`src/rtl/alu_share_arbiter.sv`:
```
// Round-robin sharing of one single-cycle ALU between two requesters.
// Each operation is captured, run through the ALU and returned with flags. Only one operation is in flight at a time.

module alu_share_alu #(
  parameter int DATA_W = 32,
  parameter int OP_W   = 3
) (
  input  logic [DATA_W-1:0] a_i,
  input  logic [DATA_W-1:0] b_i,
  input  logic [OP_W-1:0]   op_i,
  output logic [DATA_W-1:0] result_o,
  output logic [4:0]        flags_o,
  output logic              err_o
);
  localparam logic [OP_W-1:0] OP_ADD = 3'b000;
  localparam logic [OP_W-1:0] OP_SUB = 3'b001;
  localparam logic [OP_W-1:0] OP_AND = 3'b010;
  localparam logic [OP_W-1:0] OP_OR  = 3'b011;
  localparam logic [OP_W-1:0] OP_SLT = 3'b101;

  logic              is_sub;
  logic [DATA_W-1:0] b_eff;
  logic [DATA_W:0]   sum;
  logic [DATA_W-1:0] diff;
  logic              lt;
  logic              carry;
  logic              ovf;
  logic              slt;

  always_comb begin
    is_sub   = (op_i == OP_SUB);
    b_eff    = is_sub ? ~b_i : b_i;
    sum      = {1'b0, a_i} + {1'b0, b_eff} + {{DATA_W{1'b0}}, is_sub};
    diff     = a_i - b_i;
    // Signed less-than: differing signs decide directly, otherwise the difference sign does.
    lt       = (a_i[DATA_W-1] ^ b_i[DATA_W-1]) ? a_i[DATA_W-1] : diff[DATA_W-1];
    result_o = '0;
    carry    = 1'b0;
    ovf      = 1'b0;
    slt      = 1'b0;
    err_o    = 1'b0;
    case (op_i)
      OP_ADD, OP_SUB: begin
        result_o = sum[DATA_W-1:0];
        carry    = sum[DATA_W];
        ovf      = (a_i[DATA_W-1] == b_eff[DATA_W-1]) && (sum[DATA_W-1] != a_i[DATA_W-1]);
      end
      OP_AND: result_o = a_i & b_i;
      OP_OR:  result_o = a_i | b_i;
      OP_SLT: begin
        result_o = {{(DATA_W-1){1'b0}}, lt};
        slt      = lt;
      end
      default: err_o = 1'b1;
    endcase
    flags_o = {slt, ovf, carry, result_o[DATA_W-1], (result_o == '0)};
  end
endmodule

module alu_share_arbiter #(
  parameter int DATA_W = 32,
  parameter int OP_W   = 3
) (
  input  logic              clk,
  input  logic              rst_n,
  input  logic              req0_valid,
  output logic              req0_ready,
  input  logic [DATA_W-1:0] req0_a,
  input  logic [DATA_W-1:0] req0_b,
  input  logic [OP_W-1:0]   req0_op,
  input  logic              req1_valid,
  output logic              req1_ready,
  input  logic [DATA_W-1:0] req1_a,
  input  logic [DATA_W-1:0] req1_b,
  input  logic [OP_W-1:0]   req1_op,
  output logic              resp0_valid,
  input  logic              resp0_ready,
  output logic              resp1_valid,
  input  logic              resp1_ready,
  output logic [DATA_W-1:0] resp_result,
  output logic [4:0]        resp_flags,
  output logic              resp_err,
  output logic              busy
);
  typedef enum logic [1:0] {IDLE, EXEC, RESP} state_t;

  state_t            state_q;
  logic              rr_ptr_q;
  logic              owner_q;
  logic [DATA_W-1:0] a_q;
  logic [DATA_W-1:0] b_q;
  logic [OP_W-1:0]   op_q;
  logic [DATA_W-1:0] result_q;
  logic [4:0]        flags_q;
  logic              err_q;
  logic              resp0_valid_q;
  logic              resp1_valid_q;

  logic              owner_d;
  logic              accept;
  logic              resp_hs;
  logic [DATA_W-1:0] alu_result;
  logic [4:0]        alu_flags;
  logic              alu_err;

  // Requester 1 wins when it is alone or when both ask and it holds priority.
  assign owner_d    = req1_valid & (~req0_valid | rr_ptr_q);
  assign accept     = (state_q == IDLE) & (req0_valid | req1_valid);
  assign req0_ready = (state_q == IDLE) & req0_valid & ~owner_d;
  assign req1_ready = (state_q == IDLE) & owner_d;
  assign resp_hs    = owner_q ? resp1_ready : resp0_ready;

  alu_share_alu #(.DATA_W(DATA_W), .OP_W(OP_W)) u_alu (
    .a_i      (a_q),
    .b_i      (b_q),
    .op_i     (op_q),
    .result_o (alu_result),
    .flags_o  (alu_flags),
    .err_o    (alu_err)
  );

  always_ff @(posedge clk or negedge rst_n) begin
    if (!rst_n) begin
      state_q       <= IDLE;
      rr_ptr_q      <= 1'b0;
      owner_q       <= 1'b0;
      a_q           <= '0;
      b_q           <= '0;
      op_q          <= '0;
      result_q      <= '0;
      flags_q       <= '0;
      err_q         <= 1'b0;
      resp0_valid_q <= 1'b0;
      resp1_valid_q <= 1'b0;
    end else begin
      case (state_q)
        IDLE: begin
          if (accept) begin
            a_q     <= owner_d ? req1_a  : req0_a;
            b_q     <= owner_d ? req1_b  : req0_b;
            op_q    <= owner_d ? req1_op : req0_op;
            owner_q <= owner_d;
            state_q <= EXEC;
          end
        end
        EXEC: begin
          result_q      <= alu_result;
          flags_q       <= alu_flags;
          err_q         <= alu_err;
          resp0_valid_q <= ~owner_q;
          resp1_valid_q <= owner_q;
          state_q       <= RESP;
        end
        RESP: begin
          // Priority flips to the other requester whether or not it is waiting.
          if (resp_hs) begin
            rr_ptr_q      <= ~owner_q;
            resp0_valid_q <= 1'b0;
            resp1_valid_q <= 1'b0;
            state_q       <= IDLE;
          end
        end
        default: state_q <= IDLE;
      endcase
    end
  end

  assign resp0_valid = resp0_valid_q;
  assign resp1_valid = resp1_valid_q;
  assign resp_result = result_q;
  assign resp_flags  = flags_q;
  assign resp_err    = err_q;
  assign busy        = (state_q != IDLE);
endmodule

```
`config.mk`:
```
export PLATFORM = sky130hd
export DESIGN_NAME = alu_share_arbiter
export DESIGN_NICKNAME = d
export VERILOG_FILES = /design/src/rtl/alu_share_arbiter.sv
export SDC_FILE = /design/constraint.sdc
export NUM_CORES = 1
export LEC_CHECK = 0
export ABC_CLOCK_PERIOD_IN_PS = 5900
export BUFFER_PORTS_ARGS = -buffer_cell sky130_fd_sc_hd__buf_2
export CORE_MARGIN = 2
export CORE_UTILIZATION = 30
export CTS_CLUSTER_SIZE = 28
export DETAILED_ROUTE_END_ITERATION = 12
export SLEW_MARGIN = 20
export SYNTH_ARGS = -nofsm -noshare
export SYNTH_HDL_FRONTEND = slang
export SYNTH_SLANG_ARGS = --single-unit
```
`constraint.sdc`:
```
create_clock -name clk -period 5.9 [get_ports clk]
set_input_delay 0.295 -clock clk [delete_from_list [all_inputs] [get_ports clk]]
set_output_delay 0.295 -clock clk [all_outputs]
set_load 0.05 [all_outputs]
```
==> results of run 1 <==
## sequential cells by signal, summed over array words and instances (netlist names)
register and flops:
resp_result 31, resp_flags 5, resp_err 1, a_q 32, owner_q 1, op_q 3, state_q 2, resp1_valid 1
b_q 32, rr_ptr_q 1, resp0_valid 1
## synth_stat cells (3+ instances only)
| cell | count | area share |
|---|---|---|
| sky130_fd_sc_hd__a211oi_1 | 25 | 0.020 |
| sky130_fd_sc_hd__xor2_1 | 13 | 0.012 |
| sky130_fd_sc_hd__nand2b_1 | 7 | 0.0046 |
| sky130_fd_sc_hd__a31oi_1 | 4 | 0.0027 |
| sky130_fd_sc_hd__o31ai_1 | 5 | 0.0040 |
| sky130_fd_sc_hd__buf_1 | 10 | 0.0040 |
| sky130_fd_sc_hd__and3_1 | 3 | 0.0020 |
| sky130_fd_sc_hd__buf_4 | 5 | 0.0040 |
| sky130_fd_sc_hd__nand4_1 | 15 | 0.0099 |
| sky130_fd_sc_hd__nor3_1 | 5 | 0.0027 |
| sky130_fd_sc_hd__nand3_1 | 8 | 0.0042 |
| sky130_fd_sc_hd__a21oi_1 | 150 | 0.080 |
| sky130_fd_sc_hd__nor3b_1 | 4 | 0.0032 |
| sky130_fd_sc_hd__o21bai_1 | 15 | 0.012 |
| sky130_fd_sc_hd__mux2i_1 | 67 | 0.071 |
| sky130_fd_sc_hd__o21ai_0 | 56 | 0.030 |
| sky130_fd_sc_hd__o21ai_1 | 3 | 0.0016 |
| sky130_fd_sc_hd__and2_1 | 3 | 0.0020 |
| sky130_fd_sc_hd__o211ai_1 | 5 | 0.0040 |
| sky130_fd_sc_hd__clkbuf_1 | 27 | 0.011 |
| sky130_fd_sc_hd__buf_2 | 10 | 0.0053 |
| sky130_fd_sc_hd__nor2b_1 | 5 | 0.0033 |
| sky130_fd_sc_hd__nor4_1 | 4 | 0.0027 |
| sky130_fd_sc_hd__clkbuf_8 | 3 | 0.0044 |
| sky130_fd_sc_hd__mux2_2 | 5 | 0.0060 |
| sky130_fd_sc_hd__xnor2_1 | 43 | 0.040 |
| sky130_fd_sc_hd__nor2_1 | 129 | 0.051 |
| sky130_fd_sc_hd__nand2_1 | 82 | 0.033 |
| sky130_fd_sc_hd__a21o_1 | 8 | 0.0064 |
| sky130_fd_sc_hd__ha_1 | 132 | 0.18 |
| sky130_fd_sc_hd__dfrtp_1 | 110 | 0.29 |
| sky130_fd_sc_hd__o22ai_1 | 3 | 0.0020 |
| sky130_fd_sc_hd__inv_1 | 88 | 0.035 |
## per-layer routing
metal / wire [um] / vias to the layer above
met5: 13 / -
met4: 412 / 2
met3: 1700 / 30
met2: 12400 / 251
met1: 13400 / 3779
li1: - / 4130
## cell families after synthesis
kind of cell | Yosys count | share of synthesized area
fa+ha+maj | 134 | 0.179
mux | 73 | 0.0786
xor+xnor | 56 | 0.0520
buf+inv | 147 | 0.0670
compound gates | 309 | 0.200
simple gates | 280 | 0.132
flops | 110 | 0.292
## through the flow
stage                     cell area [um^2]  utilization  hold WS, ns  cells
after detailed placement             10700        0.347        0.357   1639
after global routing                 11000        0.358        0.236   1657
after floorplan                       9440            -    -0.000591   1109
after CTS                            11000        0.358        0.219   1656
final                                11000        0.358        0.229   1657
after global placement               10700        0.347        0.349   1639
## timing repair
action / in CTS / in global routing
hold endpoints to repair: 42 / 0
buffers inserted: 0 / 0
endpoints found under the setup margin: 0 / 0
hold buffers: 1 / 0
## area by class of cell
class,instances,share of cell area
Sequential cell,110,0.250
Clock inverter,7,0.00727
Clock buffer,9,0.0204
Tap cell,396,0.0450
Timing Repair Buffer,194,0.0947
Multi-Input combinational cell,852,0.552
Inverter,89,0.0303
## path summary, 6_finish.rpt
kind,start,end,depth (start not counted)
max,op_q[2],resp_flags[0],14
min,req1_a[7],a_q[7],3
max reg2reg,op_q[2],resp_flags[0],14
min reg2reg,resp_result[11],resp_result[11],2
max in group asynchronous,rst_n,resp_result[15],3
min in group asynchronous,rst_n,b_q[31],2
## critical path: cells and delay by family (launching register included)
family          cells  cell delay [ns]
flops               1             0.58
buf+inv             1             0.44
simple gates        7             2.54
fa+ha+maj           1             0.46
compound gates      4             1.28
xor+xnor            1             0.12
==> results.txt, run 1 <==
----------------------------------------------------
[Final layout]
  Area of the multi-input gates ... 0.00608 mm^2
  Commonest cells after routing, fill and taps aside ... 181 x sky130_fd_sc_hd__buf_2, 150 x sky130_fd_sc_hd__a21oi_1, 132 x sky130_fd_sc_hd__ha_1, 126 x sky130_fd_sc_hd__nor2_1, 109 x sky130_fd_sc_hd__dfrtp_1
  Layout overhead on the synthesized area ... 16.7%
  Share of final-layout standard cells stronger than drive strength 1 ... 0.190
  Fin nets ... 1530
  FILL cells ... 3287
  Register area ... 0.00275 mm^2
  Diodes inserted ... 0
  Commonest non-fill, non-tap cell in the layout ... sky130_fd_sc_hd__buf_2

[Logic synthesis]
  Synthesized flop and latch total ... 110
  Cell variety after synth ... 77
  Synth Net Count ... 1383
  Number of enable flip-flop cells after synthesis ... 0
  Flip-flop cell with the highest count after synthesis ... sky130_fd_sc_hd__dfrtp_1
  Post-synthesis instance total ... 1109
  Mapped cell area ... 0.00944 mm^2
  Mean Syn Cell Area ... 8.51 um^2
  Share of synthesized area occupied by flip-flops and latches ... 0.292
  Async set-reset flop share out of synthesis ... 1.00
  Synth Warn # ... 0

[Route]
  Routed wirelength normalized by instance count ... 16.8 um
  Final WL ... 27.9 mm
  Total via count after detailed routing ... 8192
  Iteration-0 DRC Markers ... 497
  Detailed-router iteration count before antenna repair ... 5
  Number of DRC violations after detailed routing ... 0
  Mean number of vias per cell ... 4.94
  Detail Route Antenna Nets ... 0

[Placement]
  DP HPWL ... 22.1 mm
  Placement Setup Slack ... 0.477 ns
  GP Congestion ... 0.933
  Count of input and output buffers ... 182

[Setup path]
  Category of the worst setup path launch point ... flip-flop
  Arrival time of the worst setup path ... 5.81 ns
  Cell Chain, Critical Path ... or2_1 > nor2_4 > buf_4 > xnor2_1 > ha_1 > nand4_1 > or3_1 > a21oi_1 > nor4b_1 > a211oi_2 > a21bo_1 > nor4_2 > nand4b_1 > o41ai_2
  Max Fanout on Critical Path ... 19
  CP peak stage delay ... 0.76 ns
  Slowest CP cell ... sky130_fd_sc_hd__nor2_4
  Setup slack of the worst register-to-register path ... 0.37 ns
  Worst Setup Path Type ... reg -> reg
  Required arrival time at the worst endpoint ... 6.17 ns
  Critical Path Sink Type ... flip-flop

[Floorplan]
  Placement row count ... 64
  Area of the die ... 0.0329 mm^2
  Core region area ... 0.0307 mm^2
  Height of the chip ... 181 um
  Die Width ... 181 um
  Number of top-level pins ... 183
  Initial cell density of the core ... 0.307

[Global route]
  Met1 routing resource usage after global routing ... 0.239
  Total global routing track utilization ... 0.171
  Met2 Track Usage GR ... 0.274
  Met3 track utilization from global routing ... 0.0325
  Total global routing overflow ... 0
  Busiest metal layer after global routing ... met2
  Maximum number of pins on one net before global-route repair ... 95
  Global-route wire length before repair ... 44.4 mm
  Vias in the first global route ... 8033
  Initial antenna violation count ... 1

[CTS]
  CTS tree ... built
  H-tree depth reported by CTS ... 3
  Clock Pin Slew Worst Setup and Hold Paths ... 0.09 ns
  CTS sink cnt ... 110
  TritonCTS buffer count ... 9
  Number of cells upsized or downsized after cts ... 0
  Number of buffers between clock root and the deepest sink ... 2
  Clk Latency, worst-skew pair ... 0.37 ns
  CTS root buffer ... sky130_fd_sc_hd__clkbuf_16

[STA]
  Rel. slew slack ... 0.304
  Period utilization ... 0.938
  Slew of the pin with the lowest slew margin ... 1.04 ns
  Final setup TNS ... 0 ns
  Min cycle time layout ... 5.53 ns
  Achievable Freq ... 181 MHz
  Final setup viols ... 0
  Final Slew Violations ... 0
  Setup WS post-layout ... 0.365 ns
  RSZ-0062 raised after global routing ... false
  Worst Clk Skew ... 0.00935 ns
  Final hold violation count ... 0

[Status]
  Outcome ... finished clean

[Run]
  Max-cap violations ... 0

[Hold path]
  Worst min-delay path category ... in -> reg

----------------------------------------------------
Power of run 1 is left out: the tool's default activity adds up to more than one toggle a clock period on the data nets, which glitch-free logic cannot reach.
==> inputs of run 2 (changes only) <==
--- a/config.mk
+++ b/config.mk
@@ -5,8 +5,9 @@
 export SDC_FILE = /design/constraint.sdc
 export NUM_CORES = 1
 export LEC_CHECK = 0
+export ABC_AREA = 1
 export ABC_CLOCK_PERIOD_IN_PS = 5900
-export BUFFER_PORTS_ARGS = -buffer_cell sky130_fd_sc_hd__buf_2
+export BUFFER_PORTS_ARGS = -buffer_cell sky130_fd_sc_hd__clkbuf_2
 export CORE_MARGIN = 2
 export CORE_UTILIZATION = 30
 export CTS_CLUSTER_SIZE = 28
==> run 2 against run 1 <==
Core utilization is 0.51 points lower. Worst hold slack worse by 0.035 ns. Synthesized area is 3.8% higher. Sequential share of layout area is 0.92 points lower. Final cell count is 22% higher. Die area is 3.7% higher. Non-clock buffer count is 4 lower. Global-route usage is 1.3 points higher. Critical path depth is 10 higher. First-iteration DRC count is 3.4% lower. Critical endpoint unchanged.
==> results.txt, run 2 <==
----------------------------------------------------
[Logic synthesis]
  Leading post-synthesis cells by cell area ... sky130_fd_sc_hd__dfrtp_1 28%, sky130_fd_sc_hd__ha_1 17%, sky130_fd_sc_hd__nand2_1 11%
  Synthesized flop and latch total ... 110
  Post-synthesis instance total ... 1426
  Most frequent cells after synthesis ... 298 x sky130_fd_sc_hd__nand2_1, 231 x sky130_fd_sc_hd__inv_1, 174 x sky130_fd_sc_hd__nor2_1
  Flip-flop cell with the highest count after synthesis ... sky130_fd_sc_hd__dfrtp_1
  Async set-reset flop share out of synthesis ... 1.00
  Mean Syn Cell Area ... 6.87 um^2
  Share of synthesized area occupied by flip-flops and latches ... 0.281
  Cell variety after synth ... 39
  Synth top area share ... 0.281
  Mapped cell area ... 0.00979 mm^2
  Post-synthesis cell type with the largest combined area ... sky130_fd_sc_hd__dfrtp_1
  Synth Warn # ... 0
  Synth Net Count ... 1700
  Number of enable flip-flop cells after synthesis ... 0
  Most repeated cell in the gate-level netlist after synthesis ... sky130_fd_sc_hd__nand2_1

[Final layout]
  Commonest non-fill, non-tap cell in the layout ... sky130_fd_sc_hd__nand2_1
  Commonest cells after routing, fill and taps aside ... 298 x sky130_fd_sc_hd__nand2_1, 230 x sky130_fd_sc_hd__inv_1, 181 x sky130_fd_sc_hd__clkbuf_2, 173 x sky130_fd_sc_hd__nor2_1, 132 x sky130_fd_sc_hd__ha_1
  FILL cells ... 3640
  Layout overhead on the synthesized area ... 16.7%
  Share of final-layout standard cells stronger than drive strength 1 ... 0.147
  Diodes inserted ... 0
  Fin nets ... 1852

[CTS]
  TritonCTS buffer count ... 9
  Post-CTS setup repair buffer count ... 0
  Number of cells upsized or downsized after cts ... 0
  Cts-stage hold buffer count ... 1
  Clk Latency, worst-skew pair ... 0.37 ns
  H-tree depth reported by CTS ... 3
  CTS sink cnt ... 110
  CTS tree ... built
  Clock Pin Slew Worst Setup and Hold Paths ... 0.08 ns
  Number of buffers between clock root and the deepest sink ... 2
  CTS root buffer ... sky130_fd_sc_hd__clkbuf_16

[Route]
  Final WL ... 30.9 mm
  Total via count after detailed routing ... 9432
  Detailed-router iteration count before antenna repair ... 5
  Detail Route Antenna Nets ... 0
  Number of DRC violations after detailed routing ... 0
  Mean number of vias per cell ... 4.66
  Routed wirelength normalized by instance count ... 15.3 um
  Iteration-0 DRC Markers ... 480

[STA]
  Min cycle time layout ... 4.22 ns
  RSZ-0062 raised after global routing ... false
  Worst Clk Skew ... 0.0173 ns
  Achievable Freq ... 237 MHz
  Rel. slew slack ... 0.284
  Final setup TNS ... 0 ns
  Final setup viols ... 0
  Slew of the pin with the lowest slew margin ... 1.07 ns
  Period utilization ... 0.716
  Final hold violation count ... 0
  Final Slew Violations ... 0

[Global route]
  Total global routing track utilization ... 0.185
  Busiest metal layer after global routing ... met2
  Vias in the first global route ... 9443
  Initial antenna violation count ... 0
  Total global routing overflow ... 0
  Maximum number of pins on one net before global-route repair ... 71
  Met2 Track Usage GR ... 0.304
  Global-route wire length before repair ... 49.5 mm
  Met3 track utilization from global routing ... 0.0251
  Met1 routing resource usage after global routing ... 0.258

[Run]
  Max-cap violations ... 0

[Setup path]
  Arrival time of the worst setup path ... 4.51 ns
  Critical Path Sink Type ... flip-flop
  Required arrival time at the worst endpoint ... 6.19 ns
  Max Fanout on Critical Path ... 5
  Category of the worst setup path launch point ... flip-flop
  Worst Setup Path Type ... reg -> reg

[Floorplan]
  Initial cell density of the core ... 0.303
  Area of the die ... 0.0341 mm^2
  Die Width ... 185 um
  Placement row count ... 66
  Core region area ... 0.0324 mm^2
  Number of top-level pins ... 183
  Height of the chip ... 185 um

[Placement]
  GP Congestion ... 0.947
  DP HPWL ... 25.0 mm
  Count of input and output buffers ... 182

[Status]
  Outcome ... finished clean

[Hold path]
  Worst min-delay path category ... in -> reg

----------------------------------------------------
==> run 2: cell types whose count changed after synthesis, moves of 13 or more <==
cell,change
sky130_fd_sc_hd__nand2_1,+216
sky130_fd_sc_hd__inv_1,+143
sky130_fd_sc_hd__a21oi_1,-109
sky130_fd_sc_hd__o21ai_0,+72
sky130_fd_sc_hd__mux2i_1,-67
sky130_fd_sc_hd__o22ai_1,+64
sky130_fd_sc_hd__nand3_1,+61
sky130_fd_sc_hd__nor2_1,+45
sky130_fd_sc_hd__xnor2_1,-42
sky130_fd_sc_hd__a211oi_1,-21
sky130_fd_sc_hd__xor2_1,+18
sky130_fd_sc_hd__a31oi_1,+13
==> run 2: logic make-up (layout without fill, tap and decap cells) <==
family	after synthesis	after routing	share of synthesized area
xor gates and xnor gates	32	32	0.0286
buffers and inverters	285	442	0.112
DFF	110	110	0.281
adders and majority gates	134	134	0.173
and+or+nand+nor	591	591	0.250
AOI/OAI and AO/OA	274	274	0.156
==> run 2: final timing paths <==
| kind | startpoint | end | slack (ns) | cells past startpoint |
|---|---|---|---|---|
| max | a_q[1] | resp_flags[0] | 1.68 | 24 |
| min | req1_a[23] | a_q[23] | 0.19 | 3 |
| max reg2reg | a_q[1] | resp_flags[0] | 1.68 | 24 |
| min reg2reg | resp_result[3] | resp_result[3] | 0.49 | 2 |
| max in group asynchronous | rst_n | resp_flags[0] | 4.12 | 3 |
| min in group asynchronous | rst_n | b_q[7] | 0.51 | 2 |
==> run 2: critical path, cell delays in order, from the launching register on <==
cell	delay (ns)
sky130_fd_sc_hd__dfrtp_1	0.48
sky130_fd_sc_hd__inv_1	0.11
sky130_fd_sc_hd__ha_1	0.30
sky130_fd_sc_hd__o21bai_1	0.14
sky130_fd_sc_hd__a21oi_1	0.09
sky130_fd_sc_hd__o21ai_0	0.30
sky130_fd_sc_hd__a31oi_1	0.17
sky130_fd_sc_hd__o21ai_0	0.55
sky130_fd_sc_hd__a211oi_1	0.27
sky130_fd_sc_hd__fa_1	0.47
sky130_fd_sc_hd__nand2_1	0.08
sky130_fd_sc_hd__inv_1	0.04
sky130_fd_sc_hd__nand2_1	0.07
sky130_fd_sc_hd__nand3_1	0.08
sky130_fd_sc_hd__nor2_1	0.13
sky130_fd_sc_hd__nand3_1	0.09
sky130_fd_sc_hd__nor2_1	0.09
sky130_fd_sc_hd__nand2_1	0.05
sky130_fd_sc_hd__nor2_1	0.09
sky130_fd_sc_hd__nand3_1	0.08
sky130_fd_sc_hd__nor2_1	0.12
sky130_fd_sc_hd__nand3_1	0.08
sky130_fd_sc_hd__nor2_1	0.09
sky130_fd_sc_hd__nand4_1	0.07
sky130_fd_sc_hd__nand2_1	0.08
==> run 2: cell type report <==
class | instances | area [um^2] | share of cell area
clock inverters | 7 | 78.8 | 0.00690
well taps | 442 | 553 | 0.0484
inverters | 236 | 887 | 0.0776
repair buffers | 190 | 976 | 0.0854
flip-flops and latches | 110 | 2750 | 0.241
multi-input cells | 1031 | 5960 | 0.521
clock buffers | 9 | 225 | 0.0197
==> run 2: per-stage QoR <==
step | setup slack, ns | hold slack [ns] | area (um^2) | util | instances
after detailed placement | 1.63 | 0.378 | 11100 | 0.343 | 2008
after floorplan | 3.06 | -0.000591 | 9790 | - | 1426
after global placement | 1.60 | 0.371 | 11100 | 0.343 | 2008
final | 1.68 | 0.194 | 11400 | 0.353 | 2025
after CTS | 1.60 | 0.184 | 11400 | 0.353 | 2025
after global routing | 1.20 | 0.193 | 11400 | 0.353 | 2025
==> run 2: per-layer routing <==
metal | share of wire | wire [um] | vias up
met5 | 0 | 0 | -
met4 | 0.012 | 366 | 0
met3 | 0.041 | 1280 | 28
met2 | 0.45 | 13900 | 205
met1 | 0.50 | 15400 | 4322
li1 | - | - | 4877
Power of run 2 is left out for the same reason.
